--- src/rtl/rst_seq_core.sv ---
// -----------------------------------------------------------------------------
// rst_seq_core
//
// Staged reset sequencer for the core clock domain. Synchronises the PLL lock
// flag and the board reset button, debounces the button, then releases the
// memory, core and peripheral resets in that order with programmable gaps.
// Any lock loss or debounced button press re-asserts all three resets at once.
// The cause of the last reset and a saturating lock-loss count are kept for
// debug.
//
// Ports:
//   i_clk            core clock
//   i_rst_n          asynchronous active-low reset
//   i_pll_locked     PLL lock flag (asynchronous to i_clk)
//   i_btn_rst        board reset button, active-high, asynchronous, bouncing
//   o_rst_mem        memory-domain reset, active-high
//   o_rst_core       CPU-core reset, active-high
//   o_rst_periph     peripheral reset, active-high
//   o_ready          high only once every domain has been released
//   o_reset_cause    00 power-on / i_rst_n, 01 lock loss, 10 button
//   o_lock_loss_cnt  number of lock-loss events, saturating at 255
// -----------------------------------------------------------------------------
module rst_seq_core #(
    parameter int SYNC_STAGES     = 2,
    parameter int DEBOUNCE_CYCLES = 125000,
    parameter int STAGE1_DELAY    = 16,
    parameter int STAGE2_DELAY    = 256,
    parameter int CNT_W           = 17
) (
    input  logic       i_clk,
    input  logic       i_rst_n,
    input  logic       i_pll_locked,
    input  logic       i_btn_rst,
    output logic       o_rst_mem,
    output logic       o_rst_core,
    output logic       o_rst_periph,
    output logic       o_ready,
    output logic [1:0] o_reset_cause,
    output logic [7:0] o_lock_loss_cnt
);

    localparam logic [2:0] ST_WAIT_LOCK  = 3'd0;
    localparam logic [2:0] ST_REL_MEM    = 3'd1;
    localparam logic [2:0] ST_REL_CORE   = 3'd2;
    localparam logic [2:0] ST_REL_PERIPH = 3'd3;
    localparam logic [2:0] ST_RUN        = 3'd4;

    localparam logic [1:0] CAUSE_POR  = 2'b00;
    localparam logic [1:0] CAUSE_LOCK = 2'b01;
    localparam logic [1:0] CAUSE_BTN  = 2'b10;

    // Counters count down to zero, so a delay of N cycles loads N-1.
    localparam logic [CNT_W-1:0] DB_LAST = CNT_W'(DEBOUNCE_CYCLES - 1);
    localparam logic [CNT_W-1:0] S1_LOAD = CNT_W'(STAGE1_DELAY - 1);
    localparam logic [CNT_W-1:0] S2_LOAD = CNT_W'(STAGE2_DELAY - 1);

    logic [SYNC_STAGES-1:0] lock_sync_q, lock_sync_d;
    logic [SYNC_STAGES-1:0] btn_sync_q, btn_sync_d;
    logic                   locked_s, btn_s;

    logic [CNT_W-1:0] db_cnt_q, db_cnt_d;
    logic             btn_db_q, btn_db_d;

    logic [2:0]       state_q, state_d;
    logic [CNT_W-1:0] dly_q, dly_d;
    logic             rst_mem_q, rst_mem_d;
    logic             rst_core_q, rst_core_d;
    logic             rst_periph_q, rst_periph_d;
    logic             ready_q, ready_d;
    logic [1:0]       cause_q, cause_d;

    logic             locked_prev_q, locked_prev_d;
    logic [7:0]       loss_cnt_q, loss_cnt_d;

    logic             fault;

    // Input synchronisers: shift each asynchronous input through its own chain.
    always_comb begin
        lock_sync_d = {lock_sync_q[SYNC_STAGES-2:0], i_pll_locked};
        btn_sync_d  = {btn_sync_q[SYNC_STAGES-2:0], i_btn_rst};
    end

    assign locked_s = lock_sync_q[SYNC_STAGES-1];
    assign btn_s    = btn_sync_q[SYNC_STAGES-1];

    // Debounce: the filtered button only flips once the synchronised button has
    // disagreed with it for DEBOUNCE_CYCLES consecutive cycles; any agreeing
    // cycle restarts the count.
    always_comb begin
        db_cnt_d = '0;
        btn_db_d = btn_db_q;
        if (btn_s != btn_db_q) begin
            if (db_cnt_q == DB_LAST) begin
                btn_db_d = ~btn_db_q;
            end else begin
                db_cnt_d = db_cnt_q + CNT_W'(1);
            end
        end
    end

    assign fault = ~locked_s | btn_db_q;

    // Sequencer: faults outside WAIT_LOCK take priority over any pending
    // release so all three resets re-assert together on the same edge.
    always_comb begin
        state_d      = state_q;
        dly_d        = dly_q;
        rst_mem_d    = rst_mem_q;
        rst_core_d   = rst_core_q;
        rst_periph_d = rst_periph_q;
        ready_d      = ready_q;
        cause_d      = cause_q;

        if ((state_q != ST_WAIT_LOCK) && fault) begin
            state_d      = ST_WAIT_LOCK;
            dly_d        = '0;
            rst_mem_d    = 1'b1;
            rst_core_d   = 1'b1;
            rst_periph_d = 1'b1;
            ready_d      = 1'b0;
            // Lock loss wins when both fault sources are present.
            cause_d      = locked_s ? CAUSE_BTN : CAUSE_LOCK;
        end else begin
            case (state_q)
                ST_WAIT_LOCK: begin
                    rst_mem_d    = 1'b1;
                    rst_core_d   = 1'b1;
                    rst_periph_d = 1'b1;
                    ready_d      = 1'b0;
                    if (!fault) begin
                        state_d = ST_REL_MEM;
                        dly_d   = S1_LOAD;
                    end
                end
                ST_REL_MEM: begin
                    if (dly_q == '0) begin
                        rst_mem_d = 1'b0;
                        state_d   = ST_REL_CORE;
                        dly_d     = S2_LOAD;
                    end else begin
                        dly_d = dly_q - CNT_W'(1);
                    end
                end
                ST_REL_CORE: begin
                    if (dly_q == '0) begin
                        rst_core_d = 1'b0;
                        state_d    = ST_REL_PERIPH;
                        dly_d      = S1_LOAD;
                    end else begin
                        dly_d = dly_q - CNT_W'(1);
                    end
                end
                ST_REL_PERIPH: begin
                    if (dly_q == '0) begin
                        rst_periph_d = 1'b0;
                        ready_d      = 1'b1;
                        state_d      = ST_RUN;
                    end else begin
                        dly_d = dly_q - CNT_W'(1);
                    end
                end
                ST_RUN: begin
                    state_d = ST_RUN;
                end
                default: begin
                    state_d      = ST_WAIT_LOCK;
                    dly_d        = '0;
                    rst_mem_d    = 1'b1;
                    rst_core_d   = 1'b1;
                    rst_periph_d = 1'b1;
                    ready_d      = 1'b0;
                end
            endcase
        end
    end

    // Lock-loss counter: counts falling edges of the synchronised lock flag in
    // every state, holding at 255.
    always_comb begin
        locked_prev_d = locked_s;
        loss_cnt_d    = loss_cnt_q;
        if (locked_prev_q && !locked_s && (loss_cnt_q != 8'hFF)) begin
            loss_cnt_d = loss_cnt_q + 8'd1;
        end
    end

    always_ff @(posedge i_clk or negedge i_rst_n) begin
        if (!i_rst_n) begin
            lock_sync_q   <= '0;
            btn_sync_q    <= '0;
            db_cnt_q      <= '0;
            btn_db_q      <= 1'b0;
            state_q       <= ST_WAIT_LOCK;
            dly_q         <= '0;
            rst_mem_q     <= 1'b1;
            rst_core_q    <= 1'b1;
            rst_periph_q  <= 1'b1;
            ready_q       <= 1'b0;
            cause_q       <= CAUSE_POR;
            locked_prev_q <= 1'b0;
            loss_cnt_q    <= '0;
        end else begin
            lock_sync_q   <= lock_sync_d;
            btn_sync_q    <= btn_sync_d;
            db_cnt_q      <= db_cnt_d;
            btn_db_q      <= btn_db_d;
            state_q       <= state_d;
            dly_q         <= dly_d;
            rst_mem_q     <= rst_mem_d;
            rst_core_q    <= rst_core_d;
            rst_periph_q  <= rst_periph_d;
            ready_q       <= ready_d;
            cause_q       <= cause_d;
            locked_prev_q <= locked_prev_d;
            loss_cnt_q    <= loss_cnt_d;
        end
    end

    assign o_rst_mem       = rst_mem_q;
    assign o_rst_core      = rst_core_q;
    assign o_rst_periph    = rst_periph_q;
    assign o_ready         = ready_q;
    assign o_reset_cause   = cause_q;
    assign o_lock_loss_cnt = loss_cnt_q;

endmodule
--- config.mk ---
export PLATFORM = sky130hd
export DESIGN_NAME = rst_seq_core
export DESIGN_NICKNAME = d
export VERILOG_FILES = /design/src/rtl/rst_seq_core.sv
export SDC_FILE = /design/constraint.sdc
export NUM_CORES = 1
export LEC_CHECK = 0
export ABC_AREA = 1
export BUFFER_PORTS_ARGS = -buffer_cell sky130_fd_sc_hd__buf_4
export CAP_MARGIN = 5
export CELL_PAD_IN_SITES_DETAIL_PLACEMENT = 0
export CELL_PAD_IN_SITES_GLOBAL_PLACEMENT = 1
export CORE_MARGIN = 4
export CORE_UTILIZATION = 49
export CTS_CLUSTER_DIAMETER = 30
export CTS_CLUSTER_SIZE = 25
export DETAILED_ROUTE_END_ITERATION = 6
export PLACE_DENSITY = 0.86
export REMOVE_ABC_BUFFERS = 1
export SLEW_MARGIN = 10
export SYNTH_ARGS = -nofsm -noshare
export SYNTH_HDL_FRONTEND = slang
export SYNTH_SLANG_ARGS = --single-unit
--- constraint.sdc ---
create_clock -name i_clk -period 3.5 [get_ports i_clk]
set_input_delay 0.7 -clock i_clk [delete_from_list [all_inputs] [get_ports i_clk]]
set_output_delay 0.7 -clock i_clk [all_outputs]
set_load 0.1 [all_outputs]
==> flow_metrics.env <==
export IMPL_slew_limit_headroom=0.467
export IMPL_async_flop_share=1.00
export IMPL_cts_tree="built"
export IMPL_overflow=0
export IMPL_pin_count=18
export IMPL_dp_slack_ps=1740
export IMPL_avgViaCountPerCell=4.99
export IMPL_cts_root_buf="clkbuf_8"
export IMPL_finalSetupTns_ps=0
export IMPL_crit_buf_inv=1
export IMPL_leakage_nw=1.82
export IMPL_drc=0
export IMPL_synth_area_um2=3230
export IMPL_layout_drive_gt1_share=0.169
export IMPL_crit_fanout=2
export IMPL_r2r_slack_ps=1730
export IMPL_synth_seq_cells=57
export IMPL_ant_nets=0
export IMPL_synth_largest_area_cell="dfrtp_1"
export IMPL_powerDensity_nw_per_um2=767
export IMPL_htree_levels=3
export IMPL_peakVddDrop_mv=0.648
export IMPL_cts_max_path_buffers=2
export IMPL_power_total_w=0.00282
export IMPL_grt_start_max_net_pins=58
export IMPL_maxCapViolCount=0
export IMPL_critical_path_max_stage_delay_ps=530
export IMPL_grt_util_met1=0.233
export IMPL_synth_ff_type="dfrtp_1"
export IMPL_wirelength_um=6570
export IMPL_rsz0062_at_grt="no"
export IMPL_drt_iter0_markers=132
export IMPL_syn2layout_area_growth_pct=13.6
export IMPL_syn_instance_count=420
export IMPL_grt_pass1_wl_um=11300
export IMPL_die_y_um=89.2
export IMPL_std_cell_rows=29
export IMPL_io_buffers=17
export IMPL_layout_min_cycle_time_ps=1840
export IMPL_hpwl_um=4860
export IMPL_avgSynthCellArea_um2=7.70
export IMPL_grtUsageMet2=0.308
export IMPL_synth_cell_type_count=31
export IMPL_synth_top_cell_area_share=0.418
export IMPL_hold_path_class="register to register"
export IMPL_drt_pass1_iter_count=6
export IMPL_grt_most_used_layer="met2"
export IMPL_path_clk_slew_ps=70
export IMPL_antenna_cells=0
export IMPL_setup_ws_ps=1660
export IMPL_cts_sinks=57
export IMPL_synth_area_top_cells="dfrtp_1 (42%), nand2_1 (11%), nor2_1 (7.1%), inv_1 (6.2%), nand3_1 (5.0%)"
export IMPL_grt_pass1_vias=2572
export IMPL_initial_utilization=0.506
export IMPL_crit_path_cell_trace="buf_4"
export IMPL_antenna_found_initial=0
export IMPL_nets=453
export IMPL_die_x_um=89.2
export IMPL_cts_setup_buffers=0
export IMPL_core_um2=6390
export IMPL_routedWlPerCell_um=12.5
export IMPL_yosys_top_cells_count="nand2_1 (98), nor2_1 (61), dfrtp_1 (54), inv_1 (53), nand3_1 (32)"
export IMPL_required_ps=2800
export IMPL_vias=2632
export IMPL_worst_pin_slew_ps=797
export IMPL_grt_total_usage=0.185
export IMPL_cts_hold_buffers=0
export IMPL_cts_buffers=9
export IMPL_met3_usage=0.0359
export IMPL_ys_warn_count=0
export IMPL_path_class="register to primary output"
export IMPL_critical_path_top_delay_family="flip-flops"
export IMPL_outcome="complete, no violations"
export IMPL_fmax_mhz=542
export IMPL_cts_resized=0
export IMPL_gp_congestion=0.832
export IMPL_crit_path_top_delay_cell="dfstp_2"
export IMPL_hold_viol=0
export IMPL_synth_edf_count=0
export IMPL_finalSetupViolCount=0
export IMPL_clock_skew_ps=9.95
export IMPL_endpoint_kind="primary output"
export IMPL_period_share=0.527
export IMPL_ys_seq_area_frac=0.442
export IMPL_crit_path_start_kind="register"
export IMPL_die_area_um2=7960
export IMPL_clkLatencyLatePin_ps=330
export IMPL_maxSlewViolCount=0
export IMPL_post_synth_top_count_cell="nand2_1"
export IMPL_crit_arrival_ps=1140
[path summary, 6_finish.rpt]
path / startpoint / endpoint / depth (start not counted)
worst max-delay path: o_rst_core / o_rst_core / 1
worst min-delay path: btn_sync_q[0] / btn_sync_q[1] / 0
worst max register to register: o_lock_loss_cnt[1] / o_lock_loss_cnt[6] / 6
worst min register to register: btn_sync_q[0] / btn_sync_q[1] / 0
max in group asynchronous: i_rst_n / dly_q[0] / 1
min in group asynchronous: i_rst_n / o_lock_loss_cnt[3] / 1
[final cells by class]
cell class	count	area [um2]
fill	631	2710
multi-input combinational	297	1540
sequential	57	1430
inverter	63	241
clock buffer	11	141
timing repair buffer	17	128
clock inverter	5	103
tap	77	96.3
[layout by cell type, fill, tap and decap left out, drive strengths merged]
cell / synthesis / final
nand4: 15 / 15
nor3b: 2 / 2
o21ai: 17 / 17
dfstp: 3 / 3
bufinv: 0 / 3
a21oi: 8 / 8
nand3: 37 / 37
nor2: 74 / 74
clkbuf: 0 / 11
inv: 63 / 63
clkinvlp: 0 / 1
nand2: 107 / 107
dfrtp: 54 / 54
o211ai: 1 / 1
o22ai: 1 / 1
clkinv: 0 / 1
ha: 4 / 4
xnor2: 2 / 2
a31oi: 1 / 1
and2: 1 / 1
xor2: 12 / 12
nand3b: 1 / 1
buf: 3 / 17
nor3: 14 / 14
[cells by family (layout without fill, tap and decap cells)]
logic type,Yosys count,after routing,share of synthesized area
buffers and inverters,66,96,0.0832
XOR/XNOR,14,14,0.0379
AO/OA/AOI/OAI,28,28,0.0449
flip-flops,57,57,0.442
AND/OR/NAND/NOR,251,251,0.376
adder cells (fa/ha/maj),4,4,0.0155
[metal layers]
metal  up-vias  wire (um)
met5         -          0
met4         0        161
met3        15        182
met2        32       3120
met1      1205       3110
li1       1380          -
[flip-flops by register name (all words and copies together) (netlist names)]
name and flops:
db_cnt_q 17, dly_q 17, o_lock_loss_cnt 8, state_q 3, btn_sync_q 2, lock_sync_q 2
o_reset_cause 2, btn_db_q 1, locked_prev_q 1, o_ready 1, o_rst_core 1, o_rst_mem 1
o_rst_periph 1
[power breakdown]
| group | switching (W) | leakage [nW] | internal [W] |
|---|---|---|---|
| Combinational | 0.000860 | 0.952 | 0.000314 |
| Clock | 0.000274 | 0.120 | 0.000492 |
| Sequential | 0.000104 | 0.748 | 0.000774 |
[stage by stage]
| step | util | area [um2] | std cells | hold WS, ps |
|---|---|---|---|---|
| after floorplan | - | 3210 | 417 | 331 |
| after global placement | 0.537 | 3430 | 511 | 350 |
| after detailed placement | 0.537 | 3430 | 511 | 346 |
| after CTS | 0.575 | 3670 | 527 | 358 |
| after global routing | 0.575 | 3670 | 527 | 361 |
| final | 0.575 | 3670 | 527 | 353 |
No activity file was read; power rests on OpenSTA's default activity.
